File: config.mk
export PLATFORM = sky130hd
export DESIGN_NAME = control_sequencer_flat
export DESIGN_NICKNAME = d
export VERILOG_FILES = /design/src/rtl/control_sequencer_if.sv /design/src/rtl/control_sequencer.sv /design/src/flat_wrapper.sv
export SDC_FILE = /design/constraint.sdc
export NUM_CORES = 1
export LEC_CHECK = 0
export BUFFER_PORTS_ARGS = -buffer_cell sky130_fd_sc_hd__buf_2
export CAP_MARGIN = 0
export CORE_MARGIN = 5
export CORE_UTILIZATION = 57
export CTS_BUF_LIST = sky130_fd_sc_hd__clkbuf_8
export CTS_CLUSTER_SIZE = 24
export DETAILED_ROUTE_END_ITERATION = 6
export GPL_ROUTABILITY_DRIVEN = 0
export PLACE_DENSITY = 0.82
export SLEW_MARGIN = 20
export SYNTH_ARGS = -nofsm -noshare
export SYNTH_HDL_FRONTEND = slang
export SYNTH_SLANG_ARGS = --single-unit
File: constraint.sdc
create_clock -name clk -period 4.7 [get_ports clk]
set_clock_uncertainty 0.2 [all_clocks]
set_input_delay 0.47 -clock clk [delete_from_list [all_inputs] [get_ports clk]]
set_output_delay 0.47 -clock clk [all_outputs]
set_load 0.005 [all_outputs]
File: src/rtl/control_sequencer_if.sv
`default_nettype none
// ============================================================================
//  Module      : control_sequencer_if
//  Description : Control-bus bundle between the control sequencer and the
//                16-bit datapath / instruction memory.
//                master modport : the sequencer (drives control outputs)
//                slave  modport : datapath / memory side (drives status)
//  Signals     : run, imem_ack, opcode[2:0], branch_eq         (to sequencer)
//                imem_req, ir_load, alu_src_imm, reg_write,
//                pc_inc, pc_load, halted, fault, state[2:0],
//                retired_count[COUNT_W-1:0]                    (from sequencer)
//  Revision    : 1.0  initial release
// ============================================================================
interface control_sequencer_if #(
    parameter int COUNT_W = 16
);
    logic               run;
    logic               imem_ack;
    logic [2:0]         opcode;
    logic               branch_eq;

    logic               imem_req;
    logic               ir_load;
    logic               alu_src_imm;
    logic               reg_write;
    logic               pc_inc;
    logic               pc_load;
    logic               halted;
    logic               fault;
    logic [2:0]         state;
    logic [COUNT_W-1:0] retired_count;

    modport master (
        input  run, imem_ack, opcode, branch_eq,
        output imem_req, ir_load, alu_src_imm, reg_write,
               pc_inc, pc_load, halted, fault, state, retired_count
    );

    modport slave (
        output run, imem_ack, opcode, branch_eq,
        input  imem_req, ir_load, alu_src_imm, reg_write,
               pc_inc, pc_load, halted, fault, state, retired_count
    );
endinterface
`default_nettype wire

File: src/rtl/control_sequencer.sv
`default_nettype none
// ============================================================================
//  Module      : control_sequencer
//  Description : Multi-cycle control FSM for the 16-bit datapath. Sequences
//                FETCH (req/ack), DECODE, EXECUTE, WRITEBACK; resolves BEQ,
//                counts retired instructions, halts on HALT and enters a
//                sticky FAULT state on instruction-memory timeout.
//  Ports       : clk    - system clock, rising edge
//                reset  - asynchronous active-high reset
//                bus    - control_sequencer_if.master (see interface file)
//  Parameters  : TIMEOUT_CYCLES - FETCH cycles without ack before FAULT
//                                 (2..256)
//                COUNT_W        - width of retired_count
//  Revision    : 1.0  initial release
// ============================================================================
module control_sequencer #(
    parameter int TIMEOUT_CYCLES = 16,
    parameter int COUNT_W        = 16
) (
    input  wire logic             clk,
    input  wire logic             reset,
    control_sequencer_if.master   bus
);

    // Counter only needs to reach TIMEOUT_CYCLES-1.
    localparam int c_WAIT_W = (TIMEOUT_CYCLES > 2) ? $clog2(TIMEOUT_CYCLES) : 1;
    localparam logic [c_WAIT_W-1:0] c_WAIT_LAST = c_WAIT_W'(TIMEOUT_CYCLES - 1);

    localparam logic [2:0] c_OP_BEQ  = 3'b100;
    localparam logic [2:0] c_OP_HALT = 3'b111;

    typedef enum logic [2:0] {
        S_IDLE      = 3'd0,
        S_FETCH     = 3'd1,
        S_DECODE    = 3'd2,
        S_EXECUTE   = 3'd3,
        S_WRITEBACK = 3'd4,
        S_HALTED    = 3'd5,
        S_FAULT     = 3'd6,
        S_UNUSED    = 3'd7
    } state_t;

    state_t               r_state;
    state_t               w_next_state;
    logic [2:0]           r_op;
    logic [c_WAIT_W-1:0]  r_wait;
    logic [COUNT_W-1:0]   r_retired;

    logic                 w_imem_req;
    logic                 w_ir_load;
    logic                 w_alu_src_imm;
    logic                 w_reg_write;
    logic                 w_pc_inc;
    logic                 w_pc_load;
    logic                 w_halted;
    logic                 w_fault;
    logic                 w_retire;
    logic                 w_op_alu;
    logic                 w_op_imm;
    logic                 w_timeout;

    // Opcodes 000-011 are ALU ops; 010/011 take the immediate operand.
    assign w_op_alu  = (r_op[2] == 1'b0);
    assign w_op_imm  = (r_op[2:1] == 2'b01);
    assign w_timeout = (r_wait == c_WAIT_LAST);

    // ------------------------------------------------------------------
    // State, opcode latch, fetch-wait counter and retire counter
    // ------------------------------------------------------------------
    always_ff @(posedge clk or posedge reset) begin
        if (reset) begin
            r_state   <= S_IDLE;
            r_op      <= 3'b000;
            r_wait    <= '0;
            r_retired <= '0;
        end else begin
            r_state <= w_next_state;

            if (r_state == S_DECODE) begin
                r_op <= bus.opcode;
            end

            // The counter only runs while waiting in FETCH; an ack or a
            // timeout ends the wait, and any other state keeps it clear so
            // each fetch starts a fresh budget.
            if ((r_state == S_FETCH) && !bus.imem_ack && !w_timeout) begin
                r_wait <= r_wait + 1'b1;
            end else begin
                r_wait <= '0;
            end

            if (w_retire) begin
                r_retired <= r_retired + 1'b1;
            end
        end
    end

    // ------------------------------------------------------------------
    // Next-state and output decode
    // ------------------------------------------------------------------
    always_comb begin
        w_next_state  = r_state;
        w_imem_req    = 1'b0;
        w_ir_load     = 1'b0;
        w_alu_src_imm = 1'b0;
        w_reg_write   = 1'b0;
        w_pc_inc      = 1'b0;
        w_pc_load     = 1'b0;
        w_halted      = 1'b0;
        w_fault       = 1'b0;
        w_retire      = 1'b0;

        case (r_state)
            S_IDLE: begin
                if (bus.run) begin
                    w_next_state = S_FETCH;
                end
            end

            S_FETCH: begin
                w_imem_req = 1'b1;
                // An ack in the final allowed cycle still wins over FAULT.
                if (bus.imem_ack) begin
                    w_ir_load    = 1'b1;
                    w_next_state = S_DECODE;
                end else if (w_timeout) begin
                    w_next_state = S_FAULT;
                end
            end

            S_DECODE: begin
                if (bus.opcode == c_OP_HALT) begin
                    w_next_state = S_HALTED;
                end else begin
                    w_next_state = S_EXECUTE;
                end
            end

            S_EXECUTE: begin
                w_alu_src_imm = w_op_imm;
                if (w_op_alu) begin
                    w_next_state = S_WRITEBACK;
                end else begin
                    // BEQ or NOP: the instruction completes here.
                    if (r_op == c_OP_BEQ) begin
                        w_pc_load = bus.branch_eq;
                        w_pc_inc  = !bus.branch_eq;
                    end else begin
                        w_pc_inc  = 1'b1;
                    end
                    w_retire     = 1'b1;
                    w_next_state = bus.run ? S_FETCH : S_IDLE;
                end
            end

            S_WRITEBACK: begin
                // Operand select is held so the ALU result stays stable
                // through the register-file write.
                w_alu_src_imm = w_op_imm;
                w_reg_write   = 1'b1;
                w_pc_inc      = 1'b1;
                w_retire      = 1'b1;
                w_next_state  = bus.run ? S_FETCH : S_IDLE;
            end

            S_HALTED: begin
                w_halted = 1'b1;
            end

            S_FAULT: begin
                w_fault = 1'b1;
            end

            default: begin
                w_next_state = S_IDLE;
            end
        endcase
    end

    assign bus.imem_req      = w_imem_req;
    assign bus.ir_load       = w_ir_load;
    assign bus.alu_src_imm   = w_alu_src_imm;
    assign bus.reg_write     = w_reg_write;
    assign bus.pc_inc        = w_pc_inc;
    assign bus.pc_load       = w_pc_load;
    assign bus.halted        = w_halted;
    assign bus.fault         = w_fault;
    assign bus.state         = r_state;
    assign bus.retired_count = r_retired;

endmodule
`default_nettype wire

File: src/flat_wrapper.sv
// flat-port wrapper written by rule: the top's interface ports become plain ports
module control_sequencer_flat 
#(
    parameter int TIMEOUT_CYCLES = 16,
    parameter int COUNT_W        = 16
)
  (clk, reset, bus_run, bus_imem_ack, bus_opcode, bus_branch_eq, bus_imem_req, bus_ir_load, bus_alu_src_imm, bus_reg_write, bus_pc_inc, bus_pc_load, bus_halted, bus_fault, bus_state, bus_retired_count);
  control_sequencer_if #(.COUNT_W(COUNT_W)) bus_i ();
  input  wire logic clk;
  input  wire logic reset;
  input wire logic [$bits(bus_i.run)-1:0] bus_run;
  input wire logic [$bits(bus_i.imem_ack)-1:0] bus_imem_ack;
  input wire logic [$bits(bus_i.opcode)-1:0] bus_opcode;
  input wire logic [$bits(bus_i.branch_eq)-1:0] bus_branch_eq;
  output wire logic [$bits(bus_i.imem_req)-1:0] bus_imem_req;
  output wire logic [$bits(bus_i.ir_load)-1:0] bus_ir_load;
  output wire logic [$bits(bus_i.alu_src_imm)-1:0] bus_alu_src_imm;
  output wire logic [$bits(bus_i.reg_write)-1:0] bus_reg_write;
  output wire logic [$bits(bus_i.pc_inc)-1:0] bus_pc_inc;
  output wire logic [$bits(bus_i.pc_load)-1:0] bus_pc_load;
  output wire logic [$bits(bus_i.halted)-1:0] bus_halted;
  output wire logic [$bits(bus_i.fault)-1:0] bus_fault;
  output wire logic [$bits(bus_i.state)-1:0] bus_state;
  output wire logic [$bits(bus_i.retired_count)-1:0] bus_retired_count;
  assign bus_i.run = bus_run;
  assign bus_i.imem_ack = bus_imem_ack;
  assign bus_i.opcode = bus_opcode;
  assign bus_i.branch_eq = bus_branch_eq;
  assign bus_imem_req = bus_i.imem_req;
  assign bus_ir_load = bus_i.ir_load;
  assign bus_alu_src_imm = bus_i.alu_src_imm;
  assign bus_reg_write = bus_i.reg_write;
  assign bus_pc_inc = bus_i.pc_inc;
  assign bus_pc_load = bus_i.pc_load;
  assign bus_halted = bus_i.halted;
  assign bus_fault = bus_i.fault;
  assign bus_state = bus_i.state;
  assign bus_retired_count = bus_i.retired_count;
  control_sequencer #(.TIMEOUT_CYCLES(TIMEOUT_CYCLES), .COUNT_W(COUNT_W)) u_core (.clk(clk), .reset(reset), .bus(bus_i));
endmodule
==> results.toml <==
[route]
drcViolationCount = 0
vias_per_cell = 5.44
vias = 990
drt-initial-drc-count = 16
first_pass_iters = 4
totalWireLength_um = 2540
ant_nets = 0
wl_per_cell_um = 14.0

[yosys]
ys.flop_type = "dfrtp_1"
syn_area_per_cell_sq_um = 10.6
synth.top_cell.area_share_pct = 51.0
syn_nets = 130
synth.ff_latch_count = 26
yosysWarnings = 0
yosysTopAreaCell = "dfrtp_1"
synth_edf_count = 0
syn_inst = 120
seq_area_frac_synth_pct = 51.0
synthTopCellsByArea = "dfrtp_1, xnor2_1, nand3_1"
netlist_area_sq_mm = 0.00128
synthArstFlopShare_pct = 100
yosys.cell_types.count = 32

[clock_network]
cts-resized-gates = 0
cts-buffers-inserted = 3
clk_pin_slew_worst_paths_ns = 0.09
cts_root_buffer = "clkbuf_8"
cts_htree_levels = 1
cts_hold_buf = 0
post_cts_buffers = 0
clock-sinks = 26
clock_path_buffers = 2
clock_latency_ns = 0.26
cts_tree = "built"

[timing]
setup_viol = 0
hold_viol = 0
fmax_mhz = 422
worst_pin_slew_ns = 0.926
post-route-min-period_ns = 2.37
setup_tns_ns = 0
drv_slew = 0
rsz0062_at_grt = "no"
fin_crit_sh_pct = 50.4
hold-worst-slack_ns = 0.0843
slew_headroom_pct = 37.9

[setup_path]
reg2reg_depth = 4
crit_path_cell_trace = "or3b_1, o21ai_0, and3b_1, buf_2"
critPathTopFamily = "simple AND/OR/NAND/NOR gates"
critPathLaunchType = "flop"
cp.required_ns = 4.03
critPathKind = "flop to primary output"
critPathMaxFanout = 11
cp_slowest_stage_delay_ns = 0.56
cp_slowest_cell = "or3b_1"
crit_buf_inv = 1
cp_num_cells = 4
end_kind = "primary output"
crit_arrival_ns = 1.70

[floorplan]
start_util_pct = 58.8
ioPinCount = 35
rows = 17
die_width_um = 57.3
die_h_um = 57.3
core_region_area_sq_mm = 0.00217
die_area_sq_mm = 0.00329

[finish]
seqCellArea_sq_um = 651
syn_to_final_growth_pct = 17.6
multi_input_area_sq_um = 576
post_route_cells_drive_above_1_share_pct = 29.2
fill_cells = 182
final_nets = 165
antenna_cells = 0
utilization_pct = 69.2

[global_route]
overflow = 0
grt_use_total_pct = 17.3
antenna_found_initial = 0
grt_start_max_net_pins = 27
grt_pass1_wl_um = 4500
grt_pass1_vias = 968

[placement]
io_buffers = 34
hpwl_um = 1890

[pwr]
power.internal_mw = 0.453
pwr-share-clk_pct = 20.4
peakVddDrop_mv = 0.322
leakage_nw = 0.756
p_comb_share_pct = 30.8
p_seq_share_pct = 48.8
netSwitchingFraction_pct = 34.0
pwr_density_cell_mw_per_mm2 = 458
switchingPower_mw = 0.234

[run]
maxCapViolCount = 0

[worst_hold_path]
hold_class = "primary input to async pin"

[status]
status = "completed"
-- metal layers --
| metal | share of wire, % | vias up | wire [um] | track usage (%) |
|---|---|---|---|---|
| met1 | 44 | 488 | 1110 | 23.0 |
| met2 | 50 | 26 | 1280 | 28.7 |
| li1 | - | 474 | - | - |
| met3 | 5.5 | 2 | 140 | 3.85 |
| met4 | 0.39 | 0 | 10 | 4.64 |
| met5 | 0 | - | 0 | 0 |
-- per-stage QoR --
step | worst slack (ns) | total power, mW | std cells | instance area [sq um]
after floorplan | 2.77 | 0.486 | 120 | 1280
after global placement | 2.66 | 0.539 | 178 | 1450
after detailed placement | 2.63 | 0.550 | 178 | 1450
after CTS | 2.33 | 0.692 | 182 | 1500
after global routing | 2.23 | 0.739 | 182 | 1500
final | 2.33 | 0.687 | 182 | 1500
-- layout make-up --
class	count	area share, %
tap	28	2.33
timing repair buffer	34	11.3
sequential	26	43.3
clock buffer	4	3.67
multi-input combinational	86	38.3
inverter	4	1.00
-- cell usage in the layout (no fill, tap or decap), drive strengths merged, types with 2 or more instances in the layout --
cell    count
dfrtp      26
nor2        9
and3        3
nor3b       2
mux2        4
xnor2      14
inv         3
nand4       3
buf        34
nand3      11
clkbuf      4
ha          2
nor3        2
nand2      14
o22ai       2
a21oi       3
o21ai       3
xor2        3
-- power groups by stage --
stage | registers [mW] | clock network, mW | logic (mW)
2_1_floorplan | 0.314 | 0 | 0.172
3_5_place_dp | 0.339 | 0 | 0.212
4_1_cts | 0.334 | 0.144 | 0.215
5_1_grt | 0.347 | 0.155 | 0.237
6_report | 0.335 | 0.140 | 0.211
3_3_place_gp | 0.331 | 0 | 0.208
-- final timing paths --
kind	startpoint	endpoint	slack, ns
max in group asynchronous	reset	u_core.bus.retired_count[4]	3.79
min in group clk	bus_imem_ack	u_core.r_wait[2]	0.20
hold reg to reg	u_core.r_wait[0]	u_core.r_wait[0]	0.27
hold / removal	reset	u_core.r_wait[1]	0.08
setup reg to reg	u_core.bus.state[0]	u_core.bus.retired_count[12]	2.73
setup / recovery	u_core.bus.state[0]	bus_alu_src_imm	2.33
-- state kept, by name, indices dropped and copies added, names as in the netlist --
name                      flops
u_core.r_op                   3
u_core.bus.state              3
u_core.r_wait                 4
u_core.bus.retired_count     16
-- kinds of logic after synthesis --
logic type	share of synthesized area, %
AO/OA/AOI/OAI	6.86
buffers and inverters	3.92
multiplexers	3.53
flip-flops	51.0
XOR/XNOR	11.7
adder cells (fa/ha/maj)	1.96
AND/OR/NAND/NOR	21.1
-- synth_stat cells (all sizes together) (3+ instances only) --
| cell | n |
|---|---|
| dfrtp | 26 |
| nand2 | 14 |
| a21oi | 3 |
| inv | 4 |
| nor2 | 9 |
| o21ai | 3 |
| mux2 | 4 |
| xnor2 | 14 |
| and3 | 3 |
| buf | 4 |
| nand3 | 11 |
| xor2 | 3 |
| nand4 | 3 |
Note: power is estimated with default switching activity, not from simulation.
